==> src/rtl/pipe_pkg.sv <==
// rtl/pipe_pkg.sv - shared widths, write-back bus type and helpers for the register file slice
// Purpose: constants and types shared by the write-back consumer and its scoreboard.
//   DATA_W   : register data width
//   ADDR_W   : register select width
//   NREGS    : number of architectural registers
//   REG_ZERO : select value of the hard-wired zero register
//   wb_bus   : stage-three write-back bundle {data, ws, we}
//   popcount : number of set bits in a busy vector
package pipe_pkg;

  localparam int DATA_W = 32;
  localparam int ADDR_W = 5;
  localparam int NREGS  = 2 ** ADDR_W;

  localparam logic [ADDR_W-1:0] REG_ZERO = '0;

  typedef struct packed {
    logic [DATA_W-1:0] data;
    logic [ADDR_W-1:0] ws;
    logic              we;
  } wb_bus;

  function automatic logic [5:0] popcount(input logic [NREGS-1:0] v);
    logic [5:0] cnt;
    cnt = '0;
    for (int i = 0; i < NREGS; i++) begin
      cnt = cnt + 6'(v[i]);
    end
    return cnt;
  endfunction

endpackage

==> src/rtl/hazard_scoreboard.sv <==
// rtl/hazard_scoreboard.sv - per-register pending-write scoreboard with stall detection
// Purpose: tracks which registers have an issued but not yet committed write,
//          stalls issue when a source operand is still in flight.
// Ports:
//   clk, reset         : clock, synchronous active-high reset
//   wb_we, wb_ws       : retiring write-back (clears busy)
//   issue_valid/we/ws  : instruction issued by decode (sets busy)
//   rs1, rs2           : source selects of the issuing instruction
//   stall              : a source has an uncommitted pending write
//   pending_count      : registered count of busy registers
module hazard_scoreboard #(
  parameter int ADDR_W = pipe_pkg::ADDR_W,
  parameter int NREGS  = pipe_pkg::NREGS
) (
  input  logic              clk,
  input  logic              reset,
  input  logic              wb_we,
  input  logic [ADDR_W-1:0] wb_ws,
  input  logic              issue_valid,
  input  logic              issue_we,
  input  logic [ADDR_W-1:0] issue_ws,
  input  logic [ADDR_W-1:0] rs1,
  input  logic [ADDR_W-1:0] rs2,
  output logic              stall,
  output logic [5:0]        pending_count
);
  import pipe_pkg::*;

  logic [NREGS-1:0] busy;
  logic [NREGS-1:0] busy_next;
  logic             wb_clear;
  logic             issue_set;
  logic             hazard_a;
  logic             hazard_b;

  assign wb_clear = wb_we && (wb_ws != REG_ZERO);

  // A register retiring this cycle is satisfied by the bypass, so it is not a hazard.
  assign hazard_a = (rs1 != REG_ZERO) && busy[rs1] && !(wb_we && (wb_ws == rs1));
  assign hazard_b = (rs2 != REG_ZERO) && busy[rs2] && !(wb_we && (wb_ws == rs2));
  assign stall    = issue_valid && (hazard_a || hazard_b);

  assign issue_set = issue_valid && issue_we && (issue_ws != REG_ZERO) && !stall;

  // Clear first, then set: on the same register the younger issue wins.
  always_comb begin
    busy_next = busy;
    if (wb_clear) begin
      busy_next[wb_ws] = 1'b0;
    end
    if (issue_set) begin
      busy_next[issue_ws] = 1'b1;
    end
    busy_next[0] = 1'b0;
  end

  always_ff @(posedge clk) begin
    if (reset) begin
      busy          <= '0;
      pending_count <= '0;
    end else begin
      busy          <= busy_next;
      pending_count <= popcount(busy_next);
    end
  end

endmodule

==> src/rtl/regfile_writeback.sv <==
// rtl/regfile_writeback.sv - 32x32 register file with write-back commit, bypassed reads and scoreboard
// Purpose: commits stage-three results, serves two bypassed read ports to decode,
//          and reports operand hazards through the pending-write scoreboard.
// Ports:
//   clk, reset                  : clock, synchronous active-high reset
//   S3_ALUOUT, S3_WS, S3_WE     : write-back data, select, enable
//   ReadSelect1/2, ReadData1/2  : combinational, write-through bypassed read ports
//   IssueValid, IssueWE, IssueWS: decode issue, marks destination pending
//   Stall                       : a source operand is still in flight
//   PendingCount                : number of busy registers
module regfile_writeback #(
  parameter int DATA_W = pipe_pkg::DATA_W,
  parameter int ADDR_W = pipe_pkg::ADDR_W,
  parameter int NREGS  = pipe_pkg::NREGS
) (
  input  logic              clk,
  input  logic              reset,
  input  logic [DATA_W-1:0] S3_ALUOUT,
  input  logic [ADDR_W-1:0] S3_WS,
  input  logic              S3_WE,
  input  logic [ADDR_W-1:0] ReadSelect1,
  input  logic [ADDR_W-1:0] ReadSelect2,
  output logic [DATA_W-1:0] ReadData1,
  output logic [DATA_W-1:0] ReadData2,
  input  logic              IssueValid,
  input  logic              IssueWE,
  input  logic [ADDR_W-1:0] IssueWS,
  output logic              Stall,
  output logic [5:0]        PendingCount
);
  import pipe_pkg::*;

  wb_bus            wb;
  logic [DATA_W-1:0] regs [NREGS];

  assign wb.data = S3_ALUOUT;
  assign wb.ws   = S3_WS;
  assign wb.we   = S3_WE;

  // r0 is never written, so its array slot stays at the reset value.
  always_ff @(posedge clk) begin
    if (reset) begin
      for (int i = 0; i < NREGS; i++) begin
        regs[i] <= '0;
      end
    end else if (wb.we && (wb.ws != REG_ZERO)) begin
      regs[wb.ws] <= wb.data;
    end
  end

  always_comb begin
    ReadData1 = regs[ReadSelect1];
    if (ReadSelect1 == REG_ZERO) begin
      ReadData1 = '0;
    end else if (wb.we && (wb.ws == ReadSelect1)) begin
      ReadData1 = wb.data;
    end
  end

  always_comb begin
    ReadData2 = regs[ReadSelect2];
    if (ReadSelect2 == REG_ZERO) begin
      ReadData2 = '0;
    end else if (wb.we && (wb.ws == ReadSelect2)) begin
      ReadData2 = wb.data;
    end
  end

  hazard_scoreboard #(
    .ADDR_W (ADDR_W),
    .NREGS  (NREGS)
  ) u_scoreboard (
    .clk           (clk),
    .reset         (reset),
    .wb_we         (wb.we),
    .wb_ws         (wb.ws),
    .issue_valid   (IssueValid),
    .issue_we      (IssueWE),
    .issue_ws      (IssueWS),
    .rs1           (ReadSelect1),
    .rs2           (ReadSelect2),
    .stall         (Stall),
    .pending_count (PendingCount)
  );

endmodule

==> config.mk <==
export PLATFORM = sky130hd
export DESIGN_NAME = regfile_writeback
export DESIGN_NICKNAME = d
export VERILOG_FILES = /design/src/rtl/pipe_pkg.sv /design/src/rtl/hazard_scoreboard.sv /design/src/rtl/regfile_writeback.sv
export SDC_FILE = /design/constraint.sdc
export NUM_CORES = 2
export LEC_CHECK = 0
export CAP_MARGIN = 20
export CORE_MARGIN = 2
export CORE_UTILIZATION = 50
export DETAILED_ROUTE_END_ITERATION = 12
export PLACE_DENSITY_LB_ADDON = 0.08
export SLEW_MARGIN = 20
export SYNTH_ARGS = -nofsm -noshare
export SYNTH_HDL_FRONTEND = slang
export SYNTH_SLANG_ARGS = --single-unit
==> constraint.sdc <==
create_clock -name clk -period 15.7 [get_ports clk]
set_input_delay 3.14 -clock clk [delete_from_list [all_inputs] [get_ports clk]]
set_output_delay 3.14 -clock clk [all_outputs]
set_load 0.005 [all_outputs]
======== After elaboration in Yosys (flattened, before gate mapping) ========
Memories as Yosys holds them, arrays and structs flattened.
Index checks and enable logic that the tools add are counted.
word-level totals
  RAM bits ................................ 1024
  register bits ........................... 38
  word-level logic and storage cells ...... 91
  input bits .............................. 57
  memories ................................ 1
operators by class
  magnitude comparators ................... 6
  reduce and logical (&&, ||, !) cells .... 24
  equality and inequality tests ........... 2
  $add $sub $neg .......................... 30
  multiplexer cells ....................... 22
  bitwise logic cells ..................... 3
memories
  memory  words  bits a word  rd ports  clocked after memory_dff  wr ports  RTL line                 RTL
  regs    32     32           2         0                         32        regfile_writeback.sv:34  logic [DATA_W-1:0] regs [NREGS];
operators with widths
  kind                  number
  $mux W32              7
  $add A6 B1 Y6         29
  $and A32 B32 Y32      1
  $not A32 Y32          1
  $or A32 B32 Y32       1
  $reduce_or A32 Y1     1
  $lt A5 B6 Y1 const B  4
  $reduce_bool A5 Y1    4
  $logic_and A1 B1 Y1   13
  $bmux W1 S5           2
  $demux W1 S5          2
  $eq A5 B5 Y1          2
  $ge A5 B1 Y1 const B  2
  $logic_not A5 Y1      2
  $mux W1               10
  $mux W5               1
  $logic_not A1 Y1      3
  $add A1 B1 Y2         1
  $logic_or A1 B1 Y1    1

======== Depth between registers and ports, before layout ========
  depth in word-level cells ............... 39
  gate-level depth with buffers ........... 29

======== Modules after synthesis ========
Synthesis repeated with hierarchy kept, for this count alone.
unflattened totals
  cell total of the unflattened synthesis .. 4193
  area, all modules ....................... 58602.5 um^2
modules (own cells, without submodules)
  module             area an instance (um^2)  seq. area each (um^2)  instances  cells an instance
  regfile_writeback  54722.5                  30749.5                1          3740
  hazard_scoreboard  3880.0                   740.7                  1          453

======== Worst setup path after synthesis ========
No wires, ideal clock.
  path type ............................... input-to-reg
  start point ............................. in ReadSelect1[0]
  end point ............................... reg u_scoreboard.pending_count[4]
  cell stages on the path ................. 29
  library setup time ...................... 127 ps
  setup slack ............................. 6529 ps
  path buffers ............................ 5
  data arrival time ....................... 9044 ps
  path through ............................ buf_6 buf_6 buf_6 buf_6 a2111oi_0 nor4_1 o21ai_2 o21ai_4 buf_2 o31a_1 fa_1 inv_1 fa_1 inv_1 fa_1 inv_1 fa_1 fa_1 inv_1 fa_1 inv_1 ha_1 inv_1 fa_1 inv_1 a21o_1 a21oi_1 xor2_1 nor2_1
on the way
  word-level cells in the longest chain between the ends .. 39
  elaborated cells between the ends (all ways) .. 43
  classes of those cells .................. add/sub (30); eq/ne (1); mux (3); reduce/logical (9)
ends and longest elaborated chain
  item                                                                         RTL line                 RTL
  from (decl)                                                                  regfile_writeback.sv:21  input logic [ADDR_W-1:0] ReadSelect1,
  $bmux W1 S5 / $eq A5 B5 Y1 (equally long branches)                           hazard_scoreboard.sv:39  assign hazard_a = (rs1 != REG_ZERO) && busy[rs1] && !(wb_we && (wb_ws == rs1));
  $mux W1 (not written as such) / $logic_and A1 B1 Y1 (equally long branches)  hazard_scoreboard.sv:39
  $logic_and A1 B1 Y1 / $logic_not A1 Y1 (equally long branches)               hazard_scoreboard.sv:39
  $logic_and A1 B1 Y1 *                                                        hazard_scoreboard.sv:39
  $logic_or A1 B1 Y1 *                                                         hazard_scoreboard.sv:41  assign stall = issue_valid && (hazard_a || hazard_b);
  $logic_and A1 B1 Y1 *                                                        hazard_scoreboard.sv:41
  $logic_not A1 Y1 *                                                           hazard_scoreboard.sv:43  assign issue_set = issue_valid && issue_we && (issue_ws != REG_ZERO) && !stall;
  $logic_and A1 B1 Y1 *                                                        hazard_scoreboard.sv:43
  $mux W32 *                                                                   hazard_scoreboard.sv:51  if (issue_set) begin
  $add A1 B1 Y2                                                                pipe_pkg.sv:27           cnt = cnt + 6'(v[i]);
  $add A6 B1 Y6 (28 in a row)                                                  pipe_pkg.sv:27
  $add A6 B1 Y6 *                                                              pipe_pkg.sv:27
  to (signal assigned)                                                         hazard_scoreboard.sv:63  pending_count <= popcount(busy_next);
  to (decl)                                                                    hazard_scoreboard.sv:25  output logic [5:0] pending_count
Every way passes the cells marked *; elsewhere a longest branch is shown, timed or not. The select of a mux whose other input is x is not followed.
A chain may end at the register's enable or synchronous reset.

======== Worst setup path after layout ========
  start point ............................. in ReadSelect2[0]
  end point ............................... out ReadData2[21]
on the way
  word-level cells in the longest chain between the ends .. 4
  elaborated cells between the ends (all ways) .. 6
  classes of those cells .................. eq/ne (1); mux (2); reduce/logical (2); memory (1)
ends and longest elaborated chain
  item                                                     RTL line                 RTL
  from (decl)                                              regfile_writeback.sv:22  input logic [ADDR_W-1:0] ReadSelect2,
  branches (longest 3 deep; another with $mem_v2 Z32 W32)  --
  $mux W32 *                                               regfile_writeback.sv:62  if (ReadSelect2 == REG_ZERO) begin
  to (decl)                                                regfile_writeback.sv:24  output logic [DATA_W-1:0] ReadData2,
Every way passes the cells marked *.

==> results.md <==
* H-Tree Depth at 3
* GR Util met1 at 0.4765
* Row count at 125
* CTS tree: yes
* GRT Overall Usage at 0.3467
* First-pass DRT Iterations at 6
* Worst-path clk slew at 0.06 ns
* Layout cells sized above 1 at 0.2581
* Setup Buffers After CTS at 0
* CP Class: in2out
* Number of synthesized flops with an enable pin at 1,024
* Syn Inst Count at 3,790
* RSZ-0062 raised after global routing: no
* I/O Pins at 128
* Yosys warning count at 0
* Synth cell types at 59
* CTS resizes at 0
* Largest net degree at the start of global routing at 111
* Critical Path Source: ReadSelect2[0]
* Hold Vio Cnt, Final at 0
* Initial core utilization at 0.5030
* Fin crit share at 0.6963
* Placer Congestion at 0.8856
* Fillers at 9,109
* Die Height at 345.4 µm
* CTS root buffer: clkbuf_16
* M2 GR Usage at 0.5376
* Seq cells post-synth at 1,061
* Clk pwr share at 0.383
* Final Max Slew Viols at 0
* First-pass GRT wire length at 287.3 mm
* Final Hold Slack at 0.5175 ns
* Number of port buffers at 127
* Hold Crit Start: u_scoreboard.busy[26]
* Number of global-route vias before repair at 37,930
* Placed insts at 5,171
* Async SR Flop Fraction at 0
* Status: completed
* GR Overflow Total at 0
* Setup-failing EPs final at 0
* Flop pwr share at 0.482
* TNS Setup at 0 ns
* Internal power at 0.005160 W
* Drc violations at 0
* Finished Core Util at 0.5577
* ANT nets after route at 0
* Worst Max-Slew Pin Slew at 1.175 ns
* P_sw at 0.001758 W
* Power density over cell area at 107.0 nW/µm²
* Iter 0 DRT Violations at 5,943
* Synthesized area per cell at 15.38 µm²
* Most Crowded Layer GR: met2
* Area share of the largest cell type after synthesis at 0.5275
* Largest area contributor in the netlist: edfxtp_1
* Vias at 37,310
* Post-synthesis sequential area ratio at 0.5402
* RR Startpoint: u_scoreboard.busy[3]
* Min cycle time layout at 10.93 ns
* Routed wire per std cell at 38.11 µm
* Area of the multi-input gates at 25,380 µm²
* Via/cell ratio at 6.916
* CP arrival at 7.79 ns
* Maximum vdd drop at 0.09398 mV
* Synthesized area at 58,290 µm²
* # hold bufs at CTS at 0
* Max Freq at 0.09148 GHz
* Antenna violations before repair at 21
* Non-filler cells, final at 5,394
* Detailed Route WL at 205.6 mm
* Worst-skew pair later-pin latency at 0.73 ns
* CP required at 12.56 ns
* MaxCap Viol Count at 0
* Final setup skew at 0.004765 ns
* Area growth syn-to-layout at 10.89%
* Flip-flop and latch area at 31,490 µm²
* Ranking of synthesized cells by area: edfxtp_1 53%, mux4_2 25%, and2_1 11%
* Hpwl dp at 111.3 mm
* Die X at 345.4 µm
* Sw frac at 0.2541
* Leakage power at 21.92 nW
* Most frequent cells in the layout: 1,024 x edfxtp_1, 998 x and2_1, 649 x mux4_2
* Slew HR at 0.2168
* Combinational share of power at 0.135
* Die area at 119,300 µm²
* Worst Hold Class: reg2reg
* Commonest non-fill, non-tap cell in the layout: edfxtp_1
* Crit-path max FO at 79
* Critical Path Start Type: input pin
* Synth Flop Type: edfxtp_1
* Core ar. at 115,900 µm²
* Final nets at 3,858
* Clock sink total at 1,061
* TritonCTS Buffers at 119
* Maximum root-to-sink buffer count at 3
* Met3 usage at 0.08380
* CP endpoint kind: output pin
power by group through the flow:
stage	clock network, W	logic [W]	registers [W]
finish	0.00265	0.000932	0.00333
CTS	0.00267	0.000925	0.00333
global route	0.00278	0.000965	0.00335
floorplan	0	0.000567	0.00336
global placement	0	0.000918	0.00337
detailed placement	0	0.000920	0.00339
cells by family after synthesis:
| logic type | count (synthesis) | synth area share |
|---|---|---|
| AO/OA/AOI/OAI | 180 | 0.02086 |
| flip-flops | 1061 | 0.5402 |
| buffers and inverters | 451 | 0.03402 |
| adder cells (fa/ha/maj) | 32 | 0.009831 |
| multiplexers | 692 | 0.2582 |
| other | 1 | 0.00006433 |
| AND/OR/NAND/NOR | 1360 | 0.1348 |
| XOR/XNOR | 13 | 0.001953 |
layout make-up:
class / count / share of cell area
sequential: 1061 / 0.4872
clock buffer: 150 / 0.04820
antenna: 3 / 0.0001161
clock inverter: 69 / 0.007317
timing repair buffer: 230 / 0.03223
inverter: 48 / 0.002865
tap: 1524 / 0.02950
multi-input combinational: 2309 / 0.3926
stage by stage:
stage,setup slack (ns),total power (W),area (µm²)
2_1_floorplan,6.529,0.003928,58410
3_3_place_gp,4.250,0.004290,61020
3_5_place_dp,4.285,0.004311,61020
4_1_cts,4.687,0.006926,64610
5_1_grt,4.320,0.007095,64630
6_report,4.769,0.006918,64640
registers in the layout, summed over array words and instances (netlist names):
register and cells:
u_scoreboard.pending_count 6, regs 1024, u_scoreboard.busy 31
metal layers:
metal / wire (µm) / vias up / share of wire
met5: 45 / - / 0.00022
met4: 8818 / 8 / 0.043
met3: 24810 / 450 / 0.12
met2: 95810 / 2625 / 0.47
met1: 76090 / 19770 / 0.37
li1: - / 14450 / -
cell usage after synthesis (7+ instances only):
master    instances
nor2_1          116
buf_1            20
fa_1             23
nand2b_1         21
o21bai_1         12
o31ai_1           8
mux2i_1          41
o22ai_1          20
and2_1          998
xor2_1           11
or2_2             7
nor2b_1           8
nand3_1          45
clkbuf_1        289
buf_2            64
inv_1            48
buf_6            26
mux4_2          649
o31a_1           12
o32ai_1          11
nor3_1            7
o21ai_1          40
nand2_1         130
edfxtp_1       1024
dfxtp_1          37
ha_1              9
o21ai_0          21
a211oi_1         32
worst max-delay path, stage by stage:
cell and delay [ns]:
buf_8 0.68, buf_4 0.79, buf_4 0.85, mux4_2 0.38
mux4_2 0.26, mux2i_1 0.08, a211oi_1 0.86, clkdlybuf4s50_1 0.66
path summary, 6_finish.rpt:
kind | slack (ns) | end | cells past startpoint
max | 4.77 | ReadData2[21] | 8
min | 0.52 | u_scoreboard.busy[26] | 2
max reg2reg | 8.42 | u_scoreboard.pending_count[4] | 26
min reg2reg | 0.52 | u_scoreboard.busy[26] | 2
No activity file was read; power rests on OpenSTA's default activity.
